<file path="config.mk">
export PLATFORM = sky130hd
export DESIGN_NAME = tri_job_scheduler
export DESIGN_NICKNAME = d
export VERILOG_FILES = /design/src/rtl/tri_pkg.sv /design/src/rtl/tri_job_scheduler_rr_arbiter.sv /design/src/rtl/tri_job_scheduler.sv
export SDC_FILE = /design/constraint.sdc
export NUM_CORES = 1
export LEC_CHECK = 0
export CAP_MARGIN = 5
export CORE_AREA = 2 2 185 187
export CTS_CLUSTER_DIAMETER = 120
export CTS_CLUSTER_SIZE = 30
export DETAILED_ROUTE_END_ITERATION = 7
export DIE_AREA = 0 0 187 189
export PLACE_DENSITY = 0.58
export SKIP_CTS_REPAIR_TIMING = 1
export SLEW_MARGIN = 20
export SYNTH_ARGS = -nofsm -noshare
export SYNTH_HDL_FRONTEND = slang
export SYNTH_SLANG_ARGS = --single-unit
</file>
<file path="constraint.sdc">
create_clock -name clk -period 9.1 [get_ports clk]
set_input_delay 0.91 -clock clk [delete_from_list [all_inputs] [get_ports clk]]
set_output_delay 0.91 -clock clk [all_outputs]
set_load 0.05 [all_outputs]
</file>
<file path="src/rtl/tri_pkg.sv">
// Shared types and constants for the triangle job scheduler and its arbiter.
package tri_pkg;
  localparam int DATA_W = 32;

  localparam logic [1:0] ADDR_A   = 2'd0;
  localparam logic [1:0] ADDR_B   = 2'd1;
  localparam logic [1:0] ADDR_C   = 2'd2;
  localparam logic [1:0] ADDR_RES = 2'd3;

  typedef enum logic [2:0] {
    IDLE,
    WR_A,
    WR_B,
    WR_C,
    RD,
    RD_DATA,
    RESP
  } state_t;
endpackage

</file>
<file path="src/rtl/tri_job_scheduler_rr_arbiter.sv">
// Round-robin arbiter: the search starts one past the last granted index,
// which resets to NREQ-1 so that requester 0 wins first after reset.
module rr_arbiter #(
  parameter int NREQ = 4
) (
  input  logic                    clk,
  input  logic                    reset_n,
  input  logic [NREQ-1:0]         req,
  input  logic                    en,
  output logic [NREQ-1:0]         grant,
  output logic [$clog2(NREQ)-1:0] index
);
  localparam int IW = $clog2(NREQ);

  logic [IW-1:0] last_reg;
  logic [IW-1:0] idx;
  logic          found;
  int            j;

  always_comb begin
    grant = '0;
    index = '0;
    found = 1'b0;
    j     = 0;
    idx   = '0;
    for (int k = 1; k <= NREQ; k++) begin
      j = int'(last_reg) + k;
      if (j >= NREQ) j = j - NREQ;
      idx = IW'(j);
      if (en && req[idx] && !found) begin
        grant[idx] = 1'b1;
        index      = idx;
        found      = 1'b1;
      end
    end
  end

  always_ff @(posedge clk or negedge reset_n) begin
    if (!reset_n) last_reg <= IW'(NREQ - 1);
    else if (found) last_reg <= index;
  end
endmodule

</file>
<file path="src/rtl/tri_job_scheduler.sv">
// Triangle job scheduler: arbitrates requesters and runs each job as three
// Avalon-MM writes plus one read. TRI_JOB_SCHED_TIMEOUT_EN adds a stall timeout.
module tri_job_scheduler
  import tri_pkg::*;
#(
  parameter int NREQ    = 4,
  parameter int TIMEOUT = 64
) (
  input  logic                   clk,
  input  logic                   reset_n,
  input  logic [NREQ-1:0]        req_valid,
  output logic [NREQ-1:0]        req_ready,
  input  logic [NREQ*DATA_W-1:0] req_a,
  input  logic [NREQ*DATA_W-1:0] req_b,
  input  logic [NREQ*DATA_W-1:0] req_c,
  output logic [NREQ-1:0]        rsp_valid,
  output logic                   rsp_result,
  output logic                   rsp_error,
  output logic                   busy,
  output logic [1:0]             avm_address,
  output logic                   avm_read,
  output logic                   avm_write,
  output logic [DATA_W-1:0]      avm_writedata,
  input  logic                   avm_waitrequest,
  input  logic [DATA_W-1:0]      avm_readdata
);
  localparam int IW = $clog2(NREQ);
  localparam logic [NREQ-1:0] ONE = NREQ'(1);

  state_t            state_reg, state_next;
  logic [DATA_W-1:0] a_reg, a_next, b_reg, b_next, c_reg, c_next;
  logic [IW-1:0]     g_reg, g_next;
  logic              result_reg, result_next;
  logic              rst_done_reg;
  logic              arb_en;
  logic [NREQ-1:0]   arb_grant;
  logic [IW-1:0]     arb_index;
  logic [DATA_W-1:0] a_arr [NREQ];
  logic [DATA_W-1:0] b_arr [NREQ];
  logic [DATA_W-1:0] c_arr [NREQ];
  logic              readdata_unused;

  assign readdata_unused = ^avm_readdata[DATA_W-1:1];

  generate
    for (genvar gi = 0; gi < NREQ; gi++) begin : g_unpack
      assign a_arr[gi] = req_a[gi*DATA_W +: DATA_W];
      assign b_arr[gi] = req_b[gi*DATA_W +: DATA_W];
      assign c_arr[gi] = req_c[gi*DATA_W +: DATA_W];
    end
  endgenerate

  // Grants are held off for the first cycle after reset so req_ready stays 0 during reset.
  assign arb_en = (state_reg == IDLE) && rst_done_reg;

  rr_arbiter #(.NREQ(NREQ)) u_arb (
    .clk     (clk),
    .reset_n (reset_n),
    .req     (req_valid),
    .en      (arb_en),
    .grant   (arb_grant),
    .index   (arb_index)
  );

`ifdef TRI_JOB_SCHED_TIMEOUT_EN
  localparam int CW = $clog2(TIMEOUT + 1);
  logic [CW-1:0] cnt_reg, cnt_next;
  logic          error_reg, error_next;
`else
  localparam int timeout_unused = TIMEOUT;
`endif

  always_comb begin
    state_next    = state_reg;
    a_next        = a_reg;
    b_next        = b_reg;
    c_next        = c_reg;
    g_next        = g_reg;
    result_next   = result_reg;
    avm_address   = ADDR_A;
    avm_read      = 1'b0;
    avm_write     = 1'b0;
    avm_writedata = '0;
`ifdef TRI_JOB_SCHED_TIMEOUT_EN
    cnt_next      = cnt_reg;
    error_next    = error_reg;
`endif
    case (state_reg)
      IDLE: if (|arb_grant) begin
        a_next      = a_arr[arb_index];
        b_next      = b_arr[arb_index];
        c_next      = c_arr[arb_index];
        g_next      = arb_index;
        result_next = 1'b0;
`ifdef TRI_JOB_SCHED_TIMEOUT_EN
        error_next  = 1'b0;
        cnt_next    = '0;
`endif
        state_next  = WR_A;
      end
      WR_A: begin
        avm_write = 1'b1; avm_address = ADDR_A; avm_writedata = a_reg;
        if (!avm_waitrequest) state_next = WR_B;
      end
      WR_B: begin
        avm_write = 1'b1; avm_address = ADDR_B; avm_writedata = b_reg;
        if (!avm_waitrequest) state_next = WR_C;
      end
      WR_C: begin
        avm_write = 1'b1; avm_address = ADDR_C; avm_writedata = c_reg;
        if (!avm_waitrequest) state_next = RD;
      end
      RD: begin
        avm_read = 1'b1; avm_address = ADDR_RES;
        if (!avm_waitrequest) state_next = RD_DATA;
      end
      RD_DATA: begin
        result_next = avm_readdata[0];
        state_next  = RESP;
      end
      RESP:    state_next = IDLE;
      default: state_next = IDLE;
    endcase
`ifdef TRI_JOB_SCHED_TIMEOUT_EN
    // Abort on the TIMEOUT-th consecutive stalled cycle of any transfer.
    if (avm_read || avm_write) begin
      if (!avm_waitrequest) cnt_next = '0;
      else if (cnt_reg == CW'(TIMEOUT - 1)) begin
        cnt_next    = '0;
        error_next  = 1'b1;
        result_next = 1'b0;
        state_next  = RESP;
      end else cnt_next = cnt_reg + 1'b1;
    end
`endif
  end

  always_ff @(posedge clk or negedge reset_n) begin
    if (!reset_n) begin
      state_reg    <= IDLE;
      a_reg        <= '0;
      b_reg        <= '0;
      c_reg        <= '0;
      g_reg        <= '0;
      result_reg   <= 1'b0;
      rst_done_reg <= 1'b0;
`ifdef TRI_JOB_SCHED_TIMEOUT_EN
      cnt_reg      <= '0;
      error_reg    <= 1'b0;
`endif
    end else begin
      state_reg    <= state_next;
      a_reg        <= a_next;
      b_reg        <= b_next;
      c_reg        <= c_next;
      g_reg        <= g_next;
      result_reg   <= result_next;
      rst_done_reg <= 1'b1;
`ifdef TRI_JOB_SCHED_TIMEOUT_EN
      cnt_reg      <= cnt_next;
      error_reg    <= error_next;
`endif
    end
  end

  assign req_ready  = arb_grant;
  assign busy       = (state_reg != IDLE);
  assign rsp_valid  = (state_reg == RESP) ? (ONE << g_reg) : '0;
  assign rsp_result = (state_reg == RESP) && result_reg;
`ifdef TRI_JOB_SCHED_TIMEOUT_EN
  assign rsp_error  = (state_reg == RESP) && error_reg;
`else
  assign rsp_error  = 1'b0;
`endif
endmodule

</file>
==> impl_metrics.py <==
metrics = {
    "drt": {
        "top_layer": "met4",
        "postRouteAntennaNets": 0,
        "wl_met2_um": 16200,
        "wl_per_cell_um": 19.6,
        "wl_met1_um": 16400,
        "drt_wl_total_um": 35100,
        "drc": 0,
        "num_vias": 8718,
        "wl_met3_um": 2030,
        "drt_first_pass_iters": 5,
        "avgViaCountPerCell": 4.88,
        "drtIter0Drc": 358,
    },
    "synthesis": {
        "yosys_warnings": 0,
        "ys_async_sr_fraction_pct": 100,
        "synth_ff_type": "dfrtp_1",
        "synth.top_cell.area_share_pct": 31.1,
        "synth_edf_count": 0,
        "synth_cell_types": 42,
        "syn_avg_cell_area_um2": 8.45,
        "synthesis.nets": 1413,
        "synth_area_mm2": 0.00830,
        "ys_seq_area_share_pct": 31.7,
        "postSynthCellCount": 982,
        "ys_seq_elements": 105,
        "yosysTopAreaCell": "dfrtp_1",
        "ys_top_cells_by_area": "dfrtp_1 31%, a211oi_1 17%, nor2b_1 15%, o31ai_1 8.7%, nand2_1 4.8%",
    },
    "sta": {
        "post-route-min-period_ns": 4.74,
        "rsz0062_at_grt": "false",
        "setup-violations-final": 0,
        "fin_crit_sh_pct": 52.1,
        "worst_pin_slew_ns": 1.07,
        "setup_tns_ns": 0,
        "hold_viol_final": 0,
        "whs_ns": 0.475,
        "slew_headroom_pct": 28.8,
        "fmax_mhz": 211,
        "drv_slew": 0,
        "clock_skew_ns": 0.0175,
    },
    "floorplanning": {
        "dieArea_mm2": 0.0353,
        "fp.dieW_um": 187,
        "rows": 67,
        "die_y_um": 189,
        "io_pins": 470,
        "start_util_pct": 24.9,
        "core-area_mm2": 0.0333,
    },
    "power": {
        "peakVddDrop_mv": 0.255,
        "power.density_mw_per_mm2": 309,
        "leakagePower_uw": 0.00498,
    },
    "grt": {
        "track_usage_pct": 19.6,
        "antenna_found_initial": 1,
        "grt_max_degree": 250,
        "grt_pass1_wl_um": 53200,
        "grt_pass1_vias": 8755,
        "grt_overflow": 0,
    },
    "critical_path": {
        "path_class": "register to primary output",
        "crit_required_ns": 8.19,
        "cp-end-kind": "primary output",
        "cp_max_fo": 15,
        "crit_arrival_ns": 3.83,
        "start_kind": "register",
    },
    "min_path": {
        "worstHoldPathType": "register to register",
    },
    "clock_network": {
        "cts_root_buf": "clkbuf_16",
        "cts.path.max_buffers": 2,
        "path_clk_slew_ns": 0.08,
        "cts_tree": "built",
        "cts_buffers": 9,
        "cts_sinks": 105,
        "htreeDepth": 3,
        "clock_latency_ns": 0.35,
    },
    "placed_design": {
        "numPortBuffers": 437,
        "dp_hpwl_um": 26000,
        "place_congestion": 0.852,
    },
    "flow_run": {
        "maxCapViolCount": 0,
    },
    "final_layout": {
        "finalNetCount": 1765,
        "area_delta_synth_final_pct": 59.0,
        "drive_gt1_share_pct": 5.75,
        "fillers": 3427,
    },
    "status": {
        "status": "finished, final reports clean",
    },
}
## synthesized netlist by cell type, types with 5 or more instances
cell type and instances:
a211oi_1 192, nor2b_1 197, buf_2 37, clkbuf_1 53, nand3b_1 5, buf_1 7, buf_4 10, nand2_1 106
a22oi_1 32, nor3_1 5, dfrtp_1 103, a21oi_1 9, mux2_2 32, inv_1 8, o31ai_1 96, ha_1 8
nor2_1 40
## power breakdown
group          internal (µW)  switching [µW]  leakage, µW
registers                713             174      0.00130
logic                   1010            1730      0.00352
clock network            241             201     0.000149
total                   1960            2110      0.00498
## logic make-up (layout without fill, tap and decap cells)
family,count (synthesis),in the layout,share of synthesized area [%]
simple gates,370,370,24.0
fa+ha+maj,8,8,1.21
xor+xnor,1,1,0.106
mux,39,39,5.81
flops,105,105,31.7
compound gates,341,341,30.7
other cells,2,3,0.0905
buf+inv,116,472,6.35
## final timing paths
check                             startpoint           end  slack, ns  depth (start not counted)
max                        u_arb.last_reg[0]  req_ready[0]       4.36                          7
min                                 c_reg[3]      c_reg[3]       0.48                          2
max reg2reg                u_arb.last_reg[0]      g_reg[0]       4.65                          9
min reg2reg                         c_reg[3]      c_reg[3]       0.48                          2
max in group asynchronous            reset_n      a_reg[2]       7.47                          2
min in group asynchronous            reset_n     c_reg[13]       0.49                          1
## routing by layer
metal	vias to the layer above	track usage, %
met5	-	0
met4	0	3.69
met3	19	4.02
met2	301	32.4
met1	4087	26.4
li1	4311	-
## cell type report
type | instances | area, µm² | share of cell area (%)
diodes | 1 | 2.50 | 0.0190
repair buffers | 449 | 4480 | 33.9
flip-flops and latches | 105 | 2630 | 20.0
clock inverters | 5 | 81.3 | 0.617
multi-input cells | 761 | 5180 | 39.2
well taps | 448 | 561 | 4.25
inverters | 8 | 30.0 | 0.228
clock buffers | 10 | 229 | 1.74
## layout by cell type, fill, tap and decap left out, types with 3 or more instances in the layout
cell type	n
a211oi_1	192
a21oi_1	8
a221oi_1	4
a22oi_1	32
buf_4	11
clkbuf_16	9
clkdlybuf4s50_1	436
dfrtp_1	100
dfrtp_2	3
ha_1	8
inv_1	8
mux2_2	32
mux4_2	4
nand2_1	106
nand2b_1	4
nand3_1	4
nand3b_1	5
nor2_1	40
nor2b_1	196
nor3_1	5
o31ai_1	96
## worst max-delay path, stage by stage (launching register included)
cell,delay (ns)
dfstp_2,0.74
inv_1,0.19
ha_1,0.38
mux4_2,0.48
nor4b_4,0.55
a221oi_1,0.20
inv_1,0.10
clkdlybuf4s50_1,0.83
## through the flow
step | cells | utilization [%] | power, µW | setup WS, ns | instance area, µm²
after CTS | 1786 | 39.6 | 4140 | 4.32 | 13200
final | 1787 | 39.6 | 4070 | 4.36 | 13200
after detailed placement | 1771 | 38.7 | 3680 | 4.28 | 12900
after global placement | 1771 | 38.7 | 3650 | 4.29 | 12900
after global routing | 1787 | 39.6 | 4410 | 4.18 | 13200
after floorplan | 982 | - | 2780 | 5.67 | 8300
(Power assumes the default switching activity.)
